`config.mk`:
```
export PLATFORM = sky130hd
export DESIGN_NAME = chess_clock_tc_ctrl
export DESIGN_NICKNAME = d
export VERILOG_FILES = /design/src/rtl/chess_clock_pkg.sv /design/src/rtl/chess_clock_credit.sv /design/src/rtl/chess_clock_tc_ctrl.sv
export SDC_FILE = /design/constraint.sdc
export NUM_CORES = 1
export LEC_CHECK = 0
export CORE_MARGIN = 2
export CORE_UTILIZATION = 54
export DETAILED_ROUTE_END_ITERATION = 8
export PLACE_DENSITY = 0.8
export SLEW_MARGIN = 30
export SYNTH_ARGS = -nofsm -noshare
export SYNTH_HDL_FRONTEND = slang
export SYNTH_SLANG_ARGS = --single-unit
```
`constraint.sdc`:
```
create_clock -name i_clk -period 3.2 [get_ports i_clk]
set_input_delay 0.64 -clock i_clk [delete_from_list [all_inputs] [get_ports i_clk]]
set_output_delay 0.64 -clock i_clk [all_outputs]
set_load 0.01 [all_outputs]
```
`src/rtl/chess_clock_pkg.sv`:
```
// Shared types and constants for the chess clock time-control controller.
`timescale 1ns/1ps
package chess_clock_pkg;

  typedef enum logic [2:0] {
    ST_IDLE,
    ST_RUN_A,
    ST_RUN_B,
    ST_CREDIT,
    ST_PAUSE,
    ST_FLAG
  } tc_state_t;

  localparam logic PLAYER_A = 1'b0;
  localparam logic PLAYER_B = 1'b1;

  localparam int CREDIT_W = 7;
  localparam int MOVE_W   = 7;

  // Move counters stick at their maximum instead of wrapping.
  function automatic logic [MOVE_W-1:0] sat_inc(input logic [MOVE_W-1:0] v);
    return (&v) ? v : v + 1'b1;
  endfunction

endpackage

```
`src/rtl/chess_clock_credit.sv`:
```
// Loadable down-counter that emits one increment request per cycle until the
// credit is spent or the target counter reports it is full.
`timescale 1ns/1ps
module chess_clock_credit
  import chess_clock_pkg::*;
(
  input  logic                i_clk,
  input  logic                i_rst,
  input  logic                i_load,
  input  logic [CREDIT_W-1:0] i_value,
  input  logic                i_abort,
  input  logic                i_max,
  output logic                o_pulse,
  output logic                o_done
);

  logic [CREDIT_W-1:0] remain;
  logic [CREDIT_W-1:0] avail;

  // A load is consumed in the same cycle, so the first pulse issues right away.
  assign avail   = i_load ? i_value : remain;
  assign o_pulse = (avail != '0) && !i_max && !i_abort;
  assign o_done  = !o_pulse;

  // NOTE: sequential state is assigned with <= so every flop samples pre-edge values.
  always_ff @(posedge i_clk) begin
    if (i_rst || i_abort) begin
      remain <= '0;
    end else begin
      remain <= o_pulse ? avail - 1'b1 : '0;
    end
  end

endmodule

```
`src/rtl/chess_clock_tc_ctrl.sv`:
```
// Turn arbitration, Fischer-increment sequencing and flag detection for the chess clock.
// Optional move-count time-control bonus enabled by defining CHESS_CLOCK_BONUS_EN.
`timescale 1ns/1ps
module chess_clock_tc_ctrl
  import chess_clock_pkg::*;
#(
  parameter int unsigned p_incr  = 2,
  parameter int unsigned p_moves = 40,
  parameter int unsigned p_bonus = 30
) (
  input  logic              i_clk,
  input  logic              i_rst,
  input  logic              i_restart,
  input  logic              i_pause,
  input  logic              i_move_a,
  input  logic              i_move_b,
  input  logic              i_zero_a,
  input  logic              i_zero_b,
  input  logic              i_max_a,
  input  logic              i_max_b,
  output logic              o_stop_a,
  output logic              o_stop_b,
  output logic              o_plus_a,
  output logic              o_plus_b,
  output logic              o_restart,
  output logic              o_flag_a,
  output logic              o_flag_b,
  output logic              o_turn,
  output logic              o_paused,
  output logic [MOVE_W-1:0] o_moves
);

  tc_state_t           state;
  logic [MOVE_W-1:0]   moves_b;
  logic                runner_b;
  logic                runner_zero;
  logic                runner_move;
  logic                mover_max;
  logic [MOVE_W-1:0]   mover_moves;
  logic [MOVE_W-1:0]   mover_moves_next;
  logic [CREDIT_W-1:0] credit_k;
  logic                credit_load;
  logic                credit_pulse;
  logic                credit_done;

  // NOTE: every always_comb variable gets a default first so no latch is inferred.
  always_comb begin
    runner_b         = (o_turn == PLAYER_B);
    runner_zero      = runner_b ? i_zero_b : i_zero_a;
    runner_move      = runner_b ? i_move_b : i_move_a;
    mover_max        = runner_b ? i_max_b  : i_max_a;
    mover_moves      = runner_b ? moves_b  : o_moves;
    mover_moves_next = sat_inc(mover_moves);
    credit_k         = CREDIT_W'(p_incr);
`ifdef CHESS_CLOCK_BONUS_EN
    // The saturation guard keeps the bonus to one award even when p_moves is 127.
    if (mover_moves != '1 && mover_moves_next == MOVE_W'(p_moves))
      credit_k = CREDIT_W'(p_incr + p_bonus);
`endif
    // Flag fall outranks a same-cycle move click from the runner.
    credit_load = (state == ST_RUN_A || state == ST_RUN_B) && runner_move && !runner_zero;
  end

`ifndef CHESS_CLOCK_BONUS_EN
  logic unused_params;
  assign unused_params = ^{p_moves, p_bonus};
`endif

  chess_clock_credit u_credit (
    .i_clk   (i_clk),
    .i_rst   (i_rst),
    .i_load  (credit_load),
    .i_value (credit_k),
    .i_abort (i_restart),
    .i_max   (mover_max),
    .o_pulse (credit_pulse),
    .o_done  (credit_done)
  );

  always_ff @(posedge i_clk) begin
    if (i_rst) begin
      state     <= ST_IDLE;
      o_stop_a  <= 1'b1;
      o_stop_b  <= 1'b1;
      o_plus_a  <= 1'b0;
      o_plus_b  <= 1'b0;
      o_restart <= 1'b1;
      o_flag_a  <= 1'b0;
      o_flag_b  <= 1'b0;
      o_turn    <= PLAYER_A;
      o_paused  <= 1'b0;
      o_moves   <= '0;
      moves_b   <= '0;
    end else begin
      o_plus_a  <= 1'b0;
      o_plus_b  <= 1'b0;
      o_restart <= 1'b0;
      if (i_restart) begin
        state     <= ST_IDLE;
        o_stop_a  <= 1'b1;
        o_stop_b  <= 1'b1;
        o_restart <= 1'b1;
        o_flag_a  <= 1'b0;
        o_flag_b  <= 1'b0;
        o_turn    <= PLAYER_A;
        o_paused  <= 1'b0;
        o_moves   <= '0;
        moves_b   <= '0;
      end else if (credit_load || state == ST_CREDIT) begin
        if (credit_load) begin
          if (runner_b) moves_b <= mover_moves_next;
          else          o_moves <= mover_moves_next;
        end
        if (credit_done) begin
          // Credit finished (or k=0 / counter full): hand the clock to the opponent.
          state    <= runner_b ? ST_RUN_A : ST_RUN_B;
          o_turn   <= !o_turn;
          o_stop_a <= !runner_b;
          o_stop_b <= runner_b;
        end else begin
          state    <= ST_CREDIT;
          o_stop_a <= 1'b1;
          o_stop_b <= 1'b1;
          o_plus_a <= !runner_b;
          o_plus_b <= runner_b;
        end
      end else begin
        case (state)
          ST_IDLE: begin
            // The opponent's click starts the clock of the player to move.
            if (i_move_a ^ i_move_b) begin
              state    <= i_move_b ? ST_RUN_A : ST_RUN_B;
              o_turn   <= i_move_a;
              o_stop_a <= i_move_a;
              o_stop_b <= i_move_b;
            end
          end
          ST_RUN_A, ST_RUN_B: begin
            if (runner_zero) begin
              state    <= ST_FLAG;
              o_stop_a <= 1'b1;
              o_stop_b <= 1'b1;
              if (runner_b) o_flag_b <= 1'b1;
              else          o_flag_a <= 1'b1;
            end else if (i_pause) begin
              state    <= ST_PAUSE;
              o_stop_a <= 1'b1;
              o_stop_b <= 1'b1;
              o_paused <= 1'b1;
            end
          end
          ST_PAUSE: begin
            if (i_pause) begin
              state    <= runner_b ? ST_RUN_B : ST_RUN_A;
              o_paused <= 1'b0;
              o_stop_a <= runner_b;
              o_stop_b <= !runner_b;
            end
          end
          ST_FLAG: ;
          default: state <= ST_IDLE;
        endcase
      end
    end
  end

endmodule

```
==> results of run 1 <==
==> per-layer routing <==
metal	up-vias	part of all wire [%]
met5	-	0
met4	0	2.4
met3	13	5.8
met2	59	46
met1	850	46
li1	933	-
==> layout make-up <==
cell class              instances  area (um2)  share of cell area, %
multi-input cells             182        1150                   49.9
flip-flops and latches         33         661                   28.7
repair buffers                 38         348                   15.1
clock buffers                   7        65.1                   2.82
well taps                      46        57.6                   2.50
inverters                       5        18.8                  0.814
clock inverters                 1        5.00                  0.217
==> synth_stat cells (3+ instances only) <==
library cell / n
o31ai_1: 5
inv_1: 3
clkbuf_8: 3
o21ai_0: 13
o22ai_1: 3
a31oi_1: 3
a21oi_1: 22
nor3_1: 9
nor2_1: 28
ha_1: 3
mux2i_1: 7
nand3_1: 11
nand2_1: 17
o211ai_1: 3
dfxtp_1: 33
or3_1: 5
xnor2_1: 4
==> power breakdown <==
group          internal (mW)  switching (mW)
clock network          0.127           0.138
logic                 0.0774          0.0905
registers              0.421          0.0172
==> flip-flops by register name, summed over array words and instances (netlist names) <==
name / flops
state: 3
o_flag_b: 1
o_moves: 7
o_paused: 1
o_turn: 1
o_stop_a: 1
o_restart: 1
u_credit.remain: 7
moves_b: 7
o_flag_a: 1
o_plus_b: 1
o_plus_a: 1
o_stop_b: 1
==> worst max-delay path, delay by kind of cell (launching register included) <==
kind	cells	cell delay, ps
compound gates	3	630
simple gates	2	630
fa+ha+maj	1	250
flops	1	760
mux	1	420
==> logic make-up after synthesis <==
group	count (synthesis)	synth area share, %
AOI/OAI and AO/OA	71	24.4
xor gates and xnor gates	7	3.54
adders and majority gates	3	1.93
buffers and inverters	16	6.83
DFF	33	34.0
muxes	10	5.34
and+or+nand+nor	91	24.0
==> worst max path at each step <==
| stage | startpoint | endpoint | depth (start not counted) |
|---|---|---|---|
| 2_1_floorplan | i_zero_a | o_turn$_SDFFE_PP0P_ | 8 |
| 3_3_place_gp | i_move_a | o_turn$_SDFFE_PP0P_ | 9 |
| 3_5_place_dp | i_move_a | u_credit.remain[3]$_SDFF_PP0_ | 8 |
| 4_1_cts | i_move_a | u_credit.remain[5]$_SDFF_PP0_ | 8 |
| 5_1_grt | o_turn$_SDFFE_PP0P_ | moves_b[4]$_SDFFE_PP0P_ | 7 |
| 6_report | o_turn$_SDFFE_PP0P_ | moves_b[4]$_SDFFE_PP0P_ | 7 |
==> results.md, run 1 <==
- Slowest CP cell: dfxtp_1
- Share of cells above drive strength 1: between 10% and 20%
- Commonest non-fill, non-tap cell in the layout: dfxtp_1
- Largest cells by area after synthesis: dfxtp_1, a21oi_1, nor2_1
- Sequential share of the synthesized area: between 30% and 40%
- Worst skew pair latency: 320 ps
- Syn Inst Count: ~230
- Hold Vio Cnt, Final: 0
- Gr usage total: between 20% and 30%
- Kind of critical path: flip-flop to flip-flop
- Met3 Use GR: under 10%
- Initial Util: around 57%
- HP Class: flip-flop to flip-flop
- CP endpoint kind: flip-flop
- Clock root buffer: clkbuf_4
- Hold slack: between 400 and 500 ps
- Yosys cell types: slightly above 60
- Fill count: about 270
- Vias: around 1900
- Reg2reg path depth: 7
- Pwr Total: just under 900 uW
- Min Clock Period, post-route: 2750 ps
- Vias in the first global route: ~1800
- Met2 Use GR: roughly 40%
- First-pass GRT wire length: between 8 and 9 mm
- Largest net degree at the start of global routing: 20
- HP Start: moves_b[6]$_SDFFE_PP0P_
- Grt ovf: 0
- Hold Path Sink: moves_b[6]$_SDFFE_PP0P_
- CTS H-tree depth: 2
- CTS sink count: 33
- CTS tree: done
- Number of synthesized flops with an enable pin: 0
- Final period util: between 80% and 90%
- Required @ worst endpoint: ~3500 ps
- Full die area: approximately 0.0041 mm2
- Syn Area/Cell: between 8 and 9 um2
- Yosys warnings: 0
- Critical path arrival: 3010 ps
- Type of origin of the critical path: flip-flop
- Hold_buf cts: 0
- Flop2flop setup slack: between 400 and 500 ps
- Layout overhead on the synthesized area: 18.6%
- Cell Count, Final, Fillers Out: around 310
- Worst path max stage delay: 760 ps
- Slew Viols, Final: 0
- Initial antenna violation count: 0
- Initial DRC count: around 120
- Most used DFF post-synth: dfxtp_1
- CTS resizes: 0
- Antenna Nets Post-Route: 0
- Post-DP Area: between 0.002 and 0.0025 mm2
- Mapped cell area: 0.00194 mm2
- Met1 Use GR: approximately 32%
- CTS Buffer Depth: 2
- # port buffers: 25
- Hold path depth: 2
- # rows: 21
- Setup_tns: 0 ps
- Ys async rst share: 0%
- Die width: roughly 64 um
- Wirelength per Cell: 14.9 um
- Crit path cell chain: mux2_2 -> ha_1 -> nand4b_1 -> o2bb2ai_1 -> o21ai_1 -> or4_1 -> a21oi_1
- Fmax: 0.363 GHz
- Layout net count: ~280
- Status: finished clean
- Gr busiest metal: met2
- Slew @ Worst Pin: roughly 660 ps
- First-pass DRT Iterations: 5
- Setup Fix Bufs, Post-CTS: 0
- Core box area: 0.00339 mm2
- Max cap viols: 0
- Design Area, Final: between 0.002 and 0.0025 mm2
- Leak: 0.816 nW
- PwrDens: approximately 380 mW/mm2
- Most frequent cells in the layout: dfxtp_1, nor2_1, clkdlybuf4s50_1, a21oi_1, nand2_1
- Antenna diodes: 0
- Post-DP HPWL: about 3.4 mm
- Drt total wl: between 4 and 5 mm
- Die span in y: 64.0 um
- FF-to-FF Start: o_turn$_SDFFE_PP0P_
- Final worst slack: 449 ps
- Clock transition at path regs: 100 ps
- Synth area leader: dfxtp_1
- DRC Markers: 0
- Io pins: 26
- Routability cong.: a little over 1
- Yosys top cell area share: 34.0%
- Final core utilization: a little under 70%
- Post-synthesis register bit count: 33
- Vias per inst: a little under 6
- CP max FO: 17
- Worst VDD drop: approximately 0.22 mV
- R2R Path End: moves_b[4]$_SDFFE_PP0P_
- # setup viols final: 0
- Syn_nets: ~240
- Worst-case clock skew: around 11 ps
- DP Cell Count: 304
- RSZ-0062 raised after global routing: no
- Place WS: around 140 ps
- CTS Buf Count: 5
- Rel. slew slack: roughly 56%
No activity file was read; power rests on OpenSTA's default activity.
==> run 2, diff against run 1 <==
CTS_CLUSTER_DIAMETER = 30   (was not set)
==> results of run 2 <==
Final layout, timing and power as in run 1 (identical DEF).
==> RTL edit 1 (config.mk and constraints of run 2) <==
Re-encode `tc_state_t` (6 states) as one-hot, 6 bits wide.
--- a/src/rtl/chess_clock_pkg.sv
+++ b/src/rtl/chess_clock_pkg.sv
@@ -2,13 +2,13 @@
 `timescale 1ns/1ps
 package chess_clock_pkg;
 
-  typedef enum logic [2:0] {
-    ST_IDLE,
-    ST_RUN_A,
-    ST_RUN_B,
-    ST_CREDIT,
-    ST_PAUSE,
-    ST_FLAG
+  typedef enum logic [5:0] {
+    ST_IDLE   = 6'b000001,
+    ST_RUN_A  = 6'b000010,
+    ST_RUN_B  = 6'b000100,
+    ST_CREDIT = 6'b001000,
+    ST_PAUSE  = 6'b010000,
+    ST_FLAG   = 6'b100000
   } tc_state_t;
 
   localparam logic PLAYER_A = 1'b0;
Check against the original RTL: no difference found for any inputs over 10 cycles, from zero or initial values and one cycle with i_rst high; not proved beyond that.
==> RTL edit 1 against run 2 <==
  * Total power down 8.1%
  * Cell area down 3.0%
  * Via count down 11%
  * Combinational power down 34%
  * Synthesized area down 4.9%
  * Fmax down 4.0%
  * Sequential cell count up 3
  * Routed wire length down 17%
  * Worst setup slack worse by 0.11 ns
  * Critical endpoint is now o_stop_b
  * Largest power group unchanged
==> RTL edit 1: results (changes against run 2) <==
* Async S/R FF share, synth at 0% (unchanged)
* Peak supply drop at 307.8 uV (+43%)
* Switching part of the total power at 25.92% (-2.3 points)
* Gpl congestion at 0.9074 (-10%)
* CP max FO at 4 (-13)
* DR iter-0 viols at 130 (+13%)
* Placed inst area at 0.002186 mm2 (-2.2%)
* Initial antenna violation count at 0 (unchanged)
* Multi-input combinational cell area at 0.001067 mm2 (-7.2%)
* Reg2Reg Depth at 10 (+3)
* Syn_nets at 233 (-4.5%)
* Hold EP: o_paused
* Place WS at 0.03328 ns (-0.1041 ns)
* Number of fill cells at 309 (+15%)
* Worst Setup SP: i_zero_b
* Comb_multi_in at 170 (-6.6%)
* DRT Pass-1 Iters at 4 (-1)
* GR Util All Layers at 20.87% (-3.8 points)
* CP Capture Point: o_stop_b
* Synth area leaders: dfxtp_1, nor2_1, a21oi_1
* Hold_sp: o_paused
* Largest net degree at the start of global routing at 19 (-5.0%)
* Status: finished clean
* Leak at 0.8328 nW (+2.1%)
* Clock skew at 0.005677 ns (-0.005138 ns)
* Seq_cells at 36 (+9.1%)
* First-pass GRT wire length at 6.596 mm (-18%)
* Combinational share of power at 13.9% (-5.4 points)
* Achievable Freq at 349.0 MHz (-4.0%)
* Synth top cells by count: dfxtp_1, nor2_1, a21oi_1
* Vias in the first global route at 1445 (-19%)
* Hold WS at 0.4534 ns (-0.03112 ns)
* Seq area share at 32.23% (+3.6 points)
* Seq/Total Area, Yosys at 39.00% (+5.0 points)
* Finished Layout Cells at 299 (-4.2%)
* Inverters at 6 (+1)
* Nets@finish at 266 (-4.3%)
* Non-clock buffer count at 34 (-11%)
* Clock share of power at 28.0% (-2.5 points)
* Top cell family by delay on the critical path: simple AND/OR/NAND/NOR gates
* Slowest CP cell: or4_4
* Buffering overhead at 14.21% (-0.88 points)
* Yosys cell types at 47 (-23%)
* Layout clock area frac at 2.238% (-0.80 points)
* FF-to-FF Start: state[0]
* Placed cells at 292 (-3.9%)
* Design Power at 0.0008005 W (-8.1%)
* Measured slew at the worst slew-check pin at 0.5207 ns (-0.1390 ns)
-- RTL edit 1: cell types whose count changed after synthesis, moves of 3 or more --
cell,run 2,this run
o31ai_1,5,0
inv_1,3,6
clkbuf_1,1,6
clkbuf_8,3,0
dfxtp_1,33,36
o21a_1,0,3
nand2_1,17,14
a21oi_1,22,17
o22ai_1,3,0
or3_1,5,0
-- RTL edit 1: metal layers --
layer / vias to the layer above / track usage (%) / part of all wire, %
met5: - / 0 / 0
met1: 749 / 29.85 / 50
li1: 853 / - / -
met3: 6 / 5.586 / 4.2
met2: 39 / 31.72 / 44
met4: 0 / 4.167 / 0.96
-- RTL edit 1: kinds of logic after synthesis --
| group | Yosys count | share of synthesized area (%) |
|---|---|---|
| flip-flops | 36 | 39.00 |
| XOR/XNOR | 10 | 4.739 |
| adder cells (fa/ha/maj) | 3 | 2.031 |
| AO/OA/AOI/OAI | 48 | 16.05 |
| buffers and inverters | 14 | 3.249 |
| multiplexers | 11 | 6.161 |
| AND/OR/NAND/NOR | 98 | 28.78 |
==> RTL edit 2 (settings of run 2) <==
Without the edit above. The package constant `CREDIT_W` goes from 7 to 14.
--- a/src/rtl/chess_clock_pkg.sv
+++ b/src/rtl/chess_clock_pkg.sv
@@ -14,7 +14,7 @@
   localparam logic PLAYER_A = 1'b0;
   localparam logic PLAYER_B = 1'b1;
 
-  localparam int CREDIT_W = 7;
+  localparam int CREDIT_W = 14;
   localparam int MOVE_W   = 7;
 
   // Move counters stick at their maximum instead of wrapping.
Function: same outputs for any inputs over 10 cycles, from zero or initial values and one cycle with i_rst high; that may be too few to reach the edited logic, so the function may still have changed.
==> RTL edit 2 against run 2 <==
  * Sequential cell count is 7 higher
  * Worst setup slack worse by 0.25 ns
  * Die area rose by 6.2%
  * Fmax shrank 8.4%
  * Final cell count increased by 4.8%
  * Routed wire length grew 5.7%
  * Global-route usage rose by 0.38 points
  * Synthesized area rose by 6.6%
  * Cell area increased by 11%
  * Core utilization up 1.4 points
  * Critical path depth grew 4
Power is not compared: it rests on default switching activity, and its combinational part moved more than twofold at a synthesized area within 25%.
==> RTL edit 2: results (changes against run 2) <==
* Root buf cell: clkbuf_8
* Drt total wl at 4.926 mm (+5.7%)
* CP arrival at 3.24 ns (+0.23 ns)
* Switching pwr at 0.0008533 W
* Measured slew at the worst slew-check pin at 0.7144 ns (+0.05474 ns)
* Largest net degree at the start of global routing at 25 (+25%)
* First-pass GRT wire length at 8.293 mm (+3.1%)
* Antenna fix cells at 0 (unchanged)
* Placed cells at 319 (+4.9%)
* Routed vias at 1944 (+4.8%)
* Cells after synthesis at 239 (+3.5%)
* Synth top cells by count: dfxtp_1, nor2_1, a21oi_1, nand2_1, inv_1
* Placed wire-length estimate at 3.489 mm (+1.9%)
* Async S/R FF share, synth at 0% (unchanged)
* Share of layout cells above drive strength 1 at 14.34% (+2.3 points)
* GR Util All Layers at 25.09% (+0.38 points)
* Finish-stage setup viols at 0 (unchanged)
* Syn_nets at 251 (+2.9%)
* Leak at roughly 0.96 nW
* CP max FO at 4 (-13)
* DR iter-0 viols at 260 (+130%)
* Final hold viol count at 0 (unchanged)
* Peak supply drop at 955.1 uV
* CTS Buffer Depth at 2 (unchanged)
* Synthesis Warnings at 0 (unchanged)
* Reg clk slew, reported paths at 0.08 ns (-0.02 ns)
* CTS Hold Buffers Added at 0 (unchanged)
* Clock skew at 0.008119 ns (-0.002697 ns)
* Port Buf Inserts at 25 (unchanged)
* Clock H-tree levels at 2 (unchanged)
* Synth Flop Type: dfxtp_1
* Hold Path Class: reg2reg
* Status: finished clean
* Vias in the first global route at 1755 (-1.5%)
* Seq/Total Area, Yosys at 38.65% (+4.6 points)
* DRT Pass-1 Iters at 4 (-1)
* Vias per cell at 5.945 (about the same)
* Cts repair resizes at 0 (unchanged)
* CTS Buf Count at 5 (unchanged)
* Largest regs: u_credit.remain (14), moves_b (7), o_moves (7)
* Initial antenna violation count at 0 (unchanged)
* Synth area leaders: dfxtp_1, nor2_1, a21oi_1
* Gpl congestion at 0.9498 (-5.9%)
* Setup Buffers After CTS at 0 (unchanged)
* Clock latency on the worst-skew pair at 0.30 ns (-0.02 ns)
* Yosys cell types at 57 (-6.6%)
* Nets@finish at 290 (+4.3%)
==> RTL edit 2: cell types whose count changed in the layout (fill, tap and decap cells not counted), sizes merged, moves of 5 or more <==
cell | run 2 | this run
a31oi | 3 | 8
nand3 | 11 | 6
inv | 3 | 12
o21ai | 14 | 8
dfxtp | 33 | 40
a311oi | 0 | 8
==> RTL edit 2: layer usage <==
metal / wire [um] / track usage [%] / share of wire [%] / up-vias
li1: - / - / - / 954
met1: 2262 / 32.87 / 46 / 912
met2: 2256 / 39.39 / 46 / 68
met3: 324 / 7.836 / 6.6 / 10
met4: 84 / 7.908 / 1.7 / 0
met5: 0 / 0 / 0 / -
==> RTL edit 2: worst max-delay path: stages <==
cell	delay, ns
clkdlybuf4s50_1	0.49
or3b_4	0.41
a211oi_2	0.25
nor2_1	0.06
ha_1	0.21
inv_1	0.11
a2111oi_4	0.06
a311oi_1	0.36
nor3b_1	0.12
a222oi_1	0.34
o32a_1	0.18
==> RTL edit 2: worst paths after layout <==
check                               from    endpoint  slack (ns)  depth (start not counted)
worst max-delay path            i_move_a    o_stop_a        0.20                         11
worst min-delay path            o_flag_b    o_flag_b        0.47                          2
worst max register to register    o_turn  o_moves[5]        0.44                         10
worst min register to register  o_flag_b    o_flag_b        0.47                          2
==> RTL edit 2: power groups by stage <==
stage / clock (W) / sequential [W] / combinational, W
after floorplan: 0 / 0.000672 / 0.000857
after global placement: 0 / 0.000689 / 0.00105
after detailed placement: 0 / 0.000692 / 0.00106
after CTS: 0.000366 / 0.000681 / 0.00108
after global routing: 0.000387 / 0.000695 / 0.00120
final: 0.000358 / 0.000683 / 0.00107
==> RTL edit 2: final cells by class <==
| type | count | area, um2 |
|---|---|---|
| Fill cell | 308 | 1129 |
| Multi-Input combinational cell | 178 | 1186 |
| Clock buffer | 6 | 82.58 |
| Timing Repair Buffer | 41 | 370.4 |
| Sequential cell | 40 | 800.8 |
| Inverter | 12 | 45.04 |
| Clock inverter | 2 | 15.01 |
| Tap cell | 48 | 60.06 |
==> RTL edit 2: cells by family after synthesis <==
group / Yosys count / share of synthesized area, %
simple gates: 86 / 21.01
compound gates: 68 / 25.12
flops: 40 / 38.65
buf+inv: 21 / 4.106
xor+xnor: 13 / 5.495
mux: 7 / 3.442
fa+ha+maj: 4 / 2.174
==> RTL edit 2: through the flow <==
step / total power, W / setup slack (ns) / hold slack [ns] / cell area [um2]
after floorplan: 0.001529 / 0.3237 / 0.4366 / 2072
after global placement: 0.001737 / -0.04297 / 0.4485 / 2462
after detailed placement: 0.001755 / -0.1070 / 0.4568 / 2462
after CTS: 0.002122 / 0.2012 / 0.4760 / 2560
after global routing: 0.002277 / 0.002276 / 0.4942 / 2560
final: 0.002111 / 0.1970 / 0.4701 / 2560
